--- src/rtl/pwm_pkg.sv ---
// Shared PWM definitions: capture FSM states and default widths common to
// the generator and capture cores.
package pwm_pkg;

  typedef enum logic {
    CAP_IDLE,
    CAP_MEASURE
  } cap_state_t;

  localparam int DEF_WIDTH_PERIOD = 16;
  localparam int DEF_WIDTH_DUTY   = 16;

endpackage

--- src/rtl/pwm_capture_ch.sv ---
// One PWM capture channel: input synchroniser, registered edge detect,
// saturating period counter, measurement FSM and result registers.
module pwm_capture_ch
  import pwm_pkg::*;
#(
  parameter int WIDTH_PERIOD = DEF_WIDTH_PERIOD,
  parameter int WIDTH_DUTY   = DEF_WIDTH_DUTY,
  parameter int SYNC_STAGES  = 2
) (
  input  logic                    clk,
  input  logic                    reset,
  input  logic                    pwm_in,
  input  logic                    ovf_clear,
  output logic [WIDTH_PERIOD-1:0] period_meas,
  output logic [WIDTH_DUTY-1:0]   duty_meas,
  output logic                    meas_valid,
  output logic                    overflow
);

  localparam logic [WIDTH_PERIOD-1:0] CNT_MAX      = {WIDTH_PERIOD{1'b1}};
  localparam logic [WIDTH_DUTY-1:0]   DUTY_MAX     = {WIDTH_DUTY{1'b1}};
  localparam logic [WIDTH_PERIOD-1:0] DUTY_MAX_CNT = WIDTH_PERIOD'(DUTY_MAX);

  logic [SYNC_STAGES-1:0]  sync_reg;
  logic                    prev_reg;
  logic                    rise_reg;
  logic                    fall_reg;
  logic                    s;

  cap_state_t              state_reg, state_next;
  logic [WIDTH_PERIOD-1:0] cnt_reg, cnt_next;
  logic [WIDTH_DUTY-1:0]   high_lat_reg, high_lat_next;
  logic [WIDTH_PERIOD-1:0] period_reg, period_next;
  logic [WIDTH_DUTY-1:0]   duty_reg, duty_next;
  logic                    valid_reg, valid_next;
  logic                    ovf_reg, ovf_next;
  logic                    ovf_set;

  assign s = sync_reg[SYNC_STAGES-1];

  // Edge flags are registered so the FSM sees a clean one-cycle pulse.
  always_ff @(posedge clk) begin
    if (reset) begin
      sync_reg <= '0;
      prev_reg <= 1'b0;
      rise_reg <= 1'b0;
      fall_reg <= 1'b0;
    end else begin
      sync_reg <= {sync_reg[SYNC_STAGES-2:0], pwm_in};
      prev_reg <= s;
      rise_reg <= s & ~prev_reg;
      fall_reg <= ~s & prev_reg;
    end
  end

  always_ff @(posedge clk) begin
    if (reset) begin
      state_reg    <= CAP_IDLE;
      cnt_reg      <= '0;
      high_lat_reg <= '0;
      period_reg   <= '0;
      duty_reg     <= '0;
      valid_reg    <= 1'b0;
      ovf_reg      <= 1'b0;
    end else begin
      state_reg    <= state_next;
      cnt_reg      <= cnt_next;
      high_lat_reg <= high_lat_next;
      period_reg   <= period_next;
      duty_reg     <= duty_next;
      valid_reg    <= valid_next;
      ovf_reg      <= ovf_next;
    end
  end

  always_comb begin
    state_next    = state_reg;
    high_lat_next = high_lat_reg;
    period_next   = period_reg;
    duty_next     = duty_reg;
    valid_next    = 1'b0;
    ovf_set       = 1'b0;

    if (rise_reg) begin
      cnt_next = WIDTH_PERIOD'(1);
    end else if (cnt_reg == CNT_MAX) begin
      cnt_next = cnt_reg;
    end else begin
      cnt_next = cnt_reg + WIDTH_PERIOD'(1);
    end

    case (state_reg)
      CAP_IDLE: begin
        if (rise_reg) begin
          state_next    = CAP_MEASURE;
          high_lat_next = '0;
        end
      end
      CAP_MEASURE: begin
        if (rise_reg) begin
          period_next   = cnt_reg;
          duty_next     = high_lat_reg;
          valid_next    = 1'b1;
          high_lat_next = '0;
        end else begin
          if (fall_reg) begin
            high_lat_next = (cnt_reg > DUTY_MAX_CNT) ? DUTY_MAX
                                                     : cnt_reg[WIDTH_DUTY-1:0];
          end
          // Saturated without a new rise: stuck input or period out of range.
          if (cnt_reg == CNT_MAX) begin
            ovf_set    = 1'b1;
            state_next = CAP_IDLE;
          end
        end
      end
      default: state_next = CAP_IDLE;
    endcase

    ovf_next = ovf_set | (ovf_reg & ~ovf_clear);
  end

  assign period_meas = period_reg;
  assign duty_meas   = duty_reg;
  assign meas_valid  = valid_reg;
  assign overflow    = ovf_reg;

endmodule

--- src/rtl/pwm_capture.sv ---
// Multi-channel PWM capture: N_CHANNELS independent period/high-time
// measurement channels with results packed channel 0 in the low bits.
module pwm_capture
  import pwm_pkg::*;
#(
  parameter int N_CHANNELS   = 4,
  parameter int WIDTH_PERIOD = DEF_WIDTH_PERIOD,
  parameter int WIDTH_DUTY   = DEF_WIDTH_DUTY,
  parameter int SYNC_STAGES  = 2
) (
  input  logic                               clk,
  input  logic                               reset,
  input  logic [N_CHANNELS-1:0]              pwm_in,
  input  logic [N_CHANNELS-1:0]              ovf_clear,
  output logic [N_CHANNELS*WIDTH_PERIOD-1:0] period_meas,
  output logic [N_CHANNELS*WIDTH_DUTY-1:0]   duty_meas,
  output logic [N_CHANNELS-1:0]              meas_valid,
  output logic [N_CHANNELS-1:0]              overflow
);

  generate
    for (genvar gi = 0; gi < N_CHANNELS; gi++) begin : g_ch
      pwm_capture_ch #(
        .WIDTH_PERIOD (WIDTH_PERIOD),
        .WIDTH_DUTY   (WIDTH_DUTY),
        .SYNC_STAGES  (SYNC_STAGES)
      ) u_ch (
        .clk         (clk),
        .reset       (reset),
        .pwm_in      (pwm_in[gi]),
        .ovf_clear   (ovf_clear[gi]),
        .period_meas (period_meas[gi*WIDTH_PERIOD +: WIDTH_PERIOD]),
        .duty_meas   (duty_meas[gi*WIDTH_DUTY +: WIDTH_DUTY]),
        .meas_valid  (meas_valid[gi]),
        .overflow    (overflow[gi])
      );
    end
  endgenerate

endmodule
--- config.mk ---
export PLATFORM = sky130hd
export DESIGN_NAME = pwm_capture
export DESIGN_NICKNAME = d
export VERILOG_FILES = /design/src/rtl/pwm_pkg.sv /design/src/rtl/pwm_capture_ch.sv /design/src/rtl/pwm_capture.sv
export SDC_FILE = /design/constraint.sdc
export NUM_CORES = 1
export LEC_CHECK = 0
export CORE_MARGIN = 2
export CORE_UTILIZATION = 45
export CTS_CLUSTER_SIZE = 24
export DETAILED_ROUTE_END_ITERATION = 7
export HOLD_SLACK_MARGIN = 0.06
export PLACE_DENSITY = 0.77
export SLEW_MARGIN = 20
export SYNTH_ARGS = -nofsm -noshare
export SYNTH_HDL_FRONTEND = slang
export SYNTH_SLANG_ARGS = --single-unit
export TNS_END_PERCENT = 30
--- constraint.sdc ---
create_clock -name clk -period 4.71 [get_ports clk]
set_clock_uncertainty 0.1 [all_clocks]
set_input_delay 0.942 -clock clk [delete_from_list [all_inputs] [get_ports clk]]
set_output_delay 0.942 -clock clk [all_outputs]
set_load 0.02 [all_outputs]
==> run metrics, run 1 <==
status=complete, no violations; DRT Pass-1 Iters=5; Resized cells post-CTS=0; Mapped Nets=1,337; setup tns final=0 ps; Max FO, Critical Path=2; # IOs=146; Root Driver=clkbuf_16; Max Cap Violations=0; Seq pwr share=52.2%; FP Rows=56; Place WS=1750 ps; met3 Resource Use GR=3.26%; cells after synthesis=1,323; Design Power=4.74 mW; worst hold stages=1; die area=25,400 µm²; detailed router's first-iteration violation count=580; Static Leakage=4.30 nW; HPWL after DPL=15,800 µm; clk slew on worst S/H paths=60 ps; worst-case reg-to-reg path depth=5; syn avg cell area=8.21 µm²; met2 global-route usage=29.3%; critical path cell sequence=clkdlybuf4s50_1; Wirelength per Cell=13.7 µm; fin area=13,200 µm²; crit path DAT=1520 ps; Tmin final=2560 ps; total CTS buffers=29; R2R Setup Slk=2320 ps; Post-CTS Setup Bufs=0; Worst EP required=3670 ps; grt ovf=0; Mapped Area=10,900 µm²; most numerous cell in the Yosys netlist=nand2_1; Max H-tree Level=1; dpl cells=1,688; Detailed Route WL=23,800 µm; GRT met1 Usage=24.8%; CP endpoint kind=output port; first-pass GRT wire length=40,000 µm; core area=23,600 µm²; number of port buffers=145; largest net degree at the start of global routing=72; Clock Sinks=288; CP delay by family, top=buffers and inverters; via count=9,082; Slowest-stage cell, CP=clkdlybuf4s50_1; final hold vios=0; largest buffer count on any clock path=3; ys async rst share=0%; Cell Area, Placed=12,300 µm²; Post-synth EDFFs=0; Logic pwr share=1.8%; Synth Register Bits=288; sequential area share after synthesis=53.1%; Synth top area share=53.1%; DRT antenna net count=0; Top FF cell, synth=dfxtp_1; VDD IR max=0.276 mV; initial antenna violation count=0; Initial Util=46.0%; top post-synthesis cells by count=nand2_1 (421), dfxtp_1 (288), a21oi_1 (226); P_sw=974 µW; RSZ-0062 raised after global routing=no; number of cells on the critical path=1; share of layout cells above drive strength 1=4.87%; Synth cell types=55; Ys Warns=0; period utilisation layout=54.4%; CTS tree=yes; Final Slew Violations=0; # diodes=0; Buf/Inv on CP=1; Synth area leaders=dfxtp_1 (53%), nand2_1 (15%), a21oi_1 (10%); vias in the first global route=8,149; Die Ht=159 µm; Syn-to-layout area delta=21.5%; Pint=3.77 mW; vias per cell=5.23; slew at the pin closest to its max-slew limit=1090 ps; Max Freq=390 MHz; Layout Cells excl Fill=1,736; GR peak layer=met2; sw frac=20.5%; Residual DRC=0; Clk network pwr share=46.1%; CTS Hold Bufs=0; RD Place Congestion=0.843; PwrDens=359 nW/µm²; Hold Path Class=reg -> reg; critical path's largest stage delay=670 ps; Startpoint Class=flop; Rel. slew slack=27.6%; WHS=302 ps; Final Core Density=55.9%; Final #Nets=1,415; Total GRT Usage=18.1%; critical path class=reg -> out; # setup viols final=0; biggest area consumer among synthesized cells=dfxtp_1; chip width=159 µm; setup ws final=2150 ps; Worst-Skew Late Latency=530 ps
-- power by group through the flow --
stage / clock network (mW) / logic [mW] / registers, mW
2_1_floorplan: 0 / 0.0673 / 2.52
3_3_place_gp: 0 / 0.0811 / 2.53
3_5_place_dp: 0 / 0.0832 / 2.53
4_1_cts: 2.24 / 0.0835 / 2.47
5_1_grt: 2.35 / 0.0940 / 2.48
6_report: 2.18 / 0.0831 / 2.48
-- kinds of logic (layout without fill, tap and decap cells) --
group,Yosys count,after routing,share of synthesized area (%)
and+or+nand+nor,610,610,25.7
DFF,288,288,53.1
AOI/OAI and AO/OA,287,287,14.6
buffers and inverters,114,208,4.50
xor gates and xnor gates,18,18,1.59
adders and majority gates,4,4,0.461
muxes,2,2,0.184
-- cells in the final DEF (no fill, tap or decap), types with 13 or more instances in the layout --
cell and count:
dfxtp_1 288, o21ai_0 13, nand2_1 418, nor2b_1 18, clkbuf_16 29, or3_1 14
nor4_1 14, nor2_1 36, inv_1 13, clkdlybuf4s50_1 144, a21oi_1 226, and4_1 13
nand3_1 23
-- worst paths after layout --
| path | from | end |
|---|---|---|
| setup / recovery | g_ch[0].u_ch.period_meas[3] | period_meas[3] |
| hold / removal | g_ch[2].u_ch.prev_reg | g_ch[2].u_ch.rise_reg |
| setup reg to reg | g_ch[3].u_ch.cnt_reg[0] | g_ch[3].u_ch.cnt_reg[11] |
| hold reg to reg | g_ch[2].u_ch.prev_reg | g_ch[2].u_ch.rise_reg |
-- layout make-up --
| type | instances | area, µm² |
|---|---|---|
| inverters | 13 | 48.8 |
| flip-flops and latches | 288 | 5770 |
| clock buffers | 42 | 815 |
| fillers | 2123 | 10400 |
| repair buffers | 148 | 1480 |
| multi-input cells | 921 | 4620 |
| well taps | 319 | 399 |
| clock inverters | 5 | 78.8 |
-- layer usage --
| metal | wire length (µm) | part of all wire, % | vias up |
|---|---|---|---|
| li1 | - | - | 4614 |
| met1 | 11100 | 47 | 4250 |
| met2 | 11000 | 46 | 177 |
| met3 | 1080 | 4.5 | 41 |
| met4 | 574 | 2.4 | 0 |
| met5 | 0 | 0 | - |
(Power assumes the default switching activity.)
==> run 2, diff against run 1 <==
==> constraint.sdc (replaced) <==
create_clock -name clk -period 2.7 [get_ports clk]
set_clock_uncertainty 0.1 [all_clocks]
set_input_delay 0.54 -clock clk [delete_from_list [all_inputs] [get_ports clk]]
set_output_delay 0.54 -clock clk [all_outputs]
set_load 0.02 [all_outputs]
==> run 2 against run 1 <==
Critical endpoint unchanged. Cell count up 0.81%. Global-route usage up 0.60 points. Sequential power up 74%. Clock power up 93%.
==> run metrics, run 2 (synthesized netlist as in run 1, its figures left out) <==
Buf/Inv on CP=1; Slowest-stage cell, CP=clkdlybuf4s50_1; chip width=159 µm; Worst EP required=2060 ps; RD Place Congestion=0.858; Wirelength per Cell=14.0 µm; CTS Hold Bufs=0; Worst-Skew Late Latency=530 ps; # IOs=146; Syn-to-layout area delta=23.3%; Rel. slew slack=54.8%; largest buffer count on any clock path=3; HPWL after DPL=16,200 µm; sw frac=20.2%; initial antenna violation count=0; critical path class=reg -> out; Die Ht=159 µm; first-pass GRT wire length=41,200 µm; Max Freq=458 MHz; Pint=6.91 mW; period utilisation layout=80.9%; die area=25,400 µm²; most frequent cells in the layout=nand2_1 (419), dfxtp_1 (288), a21oi_1 (226), clkdlybuf4s50_1 (144), nor2_1 (36); share of layout cells above drive strength 1=6.08%; largest net degree at the start of global routing=47; critical path cell sequence=clkdlybuf4s50_1; Tmin final=2180 ps; Logic pwr share=1.7%; critical path's largest stage delay=690 ps; status=complete, no violations; DRT Pass-1 Iters=6; DRT antenna net count=0; Resized cells post-CTS=0; via count=9,269; Total GRT Usage=18.7%; FP Rows=56; Clk network pwr share=48.4%; detailed router's first-iteration violation count=496; # setup viols final=0; CP delay by family, top=buffers and inverters; Max Cap Violations=0; P_sw=1.75 mW; crit path DAT=1540 ps; most common cell after layout, fill and taps aside=nand2_1; vias in the first global route=8,636; Detailed Route WL=24,500 µm; # diodes=0; Final #Nets=1,425; fin area=13,400 µm²; Clock Sinks=288; Post-CTS Setup Bufs=0; Cell Area, Placed=12,400 µm²; Final Slew Violations=0; final hold vios=0; Startpoint Class=flop; Max H-tree Level=1; clk slew on worst S/H paths=60 ps; number of port buffers=145; Max FO, Critical Path=2; R2R Setup Slk=600 ps; Seq pwr share=49.8%; PwrDens=646 nW/µm²; Residual DRC=0; total CTS buffers=29; Root Driver=clkbuf_16; Initial Util=46.0%; RSZ-0062 raised after global routing=no; Static Leakage=4.42 nW; final-layout fill cell count=2,161; VDD IR max=0.405 mV; core area=23,600 µm²; grt ovf=0; setup tns final=0 ps; vias per cell=5.30; CTS tree=yes; slew at the pin closest to its max-slew limit=678 ps; CP endpoint kind=output port; Hold Path Class=in -> reg
[run 2: through the flow]
| step | hold WS, ps | power (mW) | util, % | setup WS, ps | instances |
|---|---|---|---|---|---|
| 6_report | 303 | 8.66 | 56.7 | 516 | 1750 |
| 5_1_grt | 307 | 8.93 | 56.7 | 420 | 1750 |
| 4_1_cts | 287 | 8.74 | 56.7 | 464 | 1750 |
| 3_5_place_dp | 299 | 4.56 | 52.4 | 607 | 1699 |
| 3_3_place_gp | 287 | 4.55 | 52.4 | 588 | 1699 |
| 2_1_floorplan | 283 | 4.51 | - | 804 | 1323 |
[run 2: final timing paths]
check,start,to,cells after the start
max,g_ch[0].u_ch.period_meas[3],period_meas[3],1
min,reset,g_ch[1].u_ch.period_meas[3],2
max reg2reg,g_ch[2].u_ch.cnt_reg[0],g_ch[2].u_ch.cnt_reg[0],5
min reg2reg,g_ch[1].u_ch.prev_reg,g_ch[1].u_ch.rise_reg,1
[run 2: power by group through the flow]
stage               Combinational, mW  Sequential (mW)  Clock, mW
floorplan                       0.117             4.39          0
global placement                0.147             4.41          0
detailed placement              0.149             4.41          0
CTS                             0.150             4.31       4.27
global route                    0.168             4.32       4.44
finish                          0.149             4.32       4.20
[run 2: routing by layer]
metal  track usage, %  wire (µm)  part of all wire (%)  up-vias
li1                 -          -                     -     4633
met3             3.72       1510                   6.2       41
met2             31.7      11500                    47      263
met5                0          0                     0        -
met1             24.3      11100                    45     4332
met4             5.37        481                   2.0        0
[run 2: final cells by class]
type / count / area, µm² / area share [%]
clock inverters: 11 / 161 / 1.20
well taps: 319 / 399 / 2.98
clock buffers: 40 / 857 / 6.40
repair buffers: 158 / 1550 / 11.5
flip-flops and latches: 288 / 5770 / 43.0
multi-input cells: 921 / 4620 / 34.5
inverters: 13 / 48.8 / 0.364
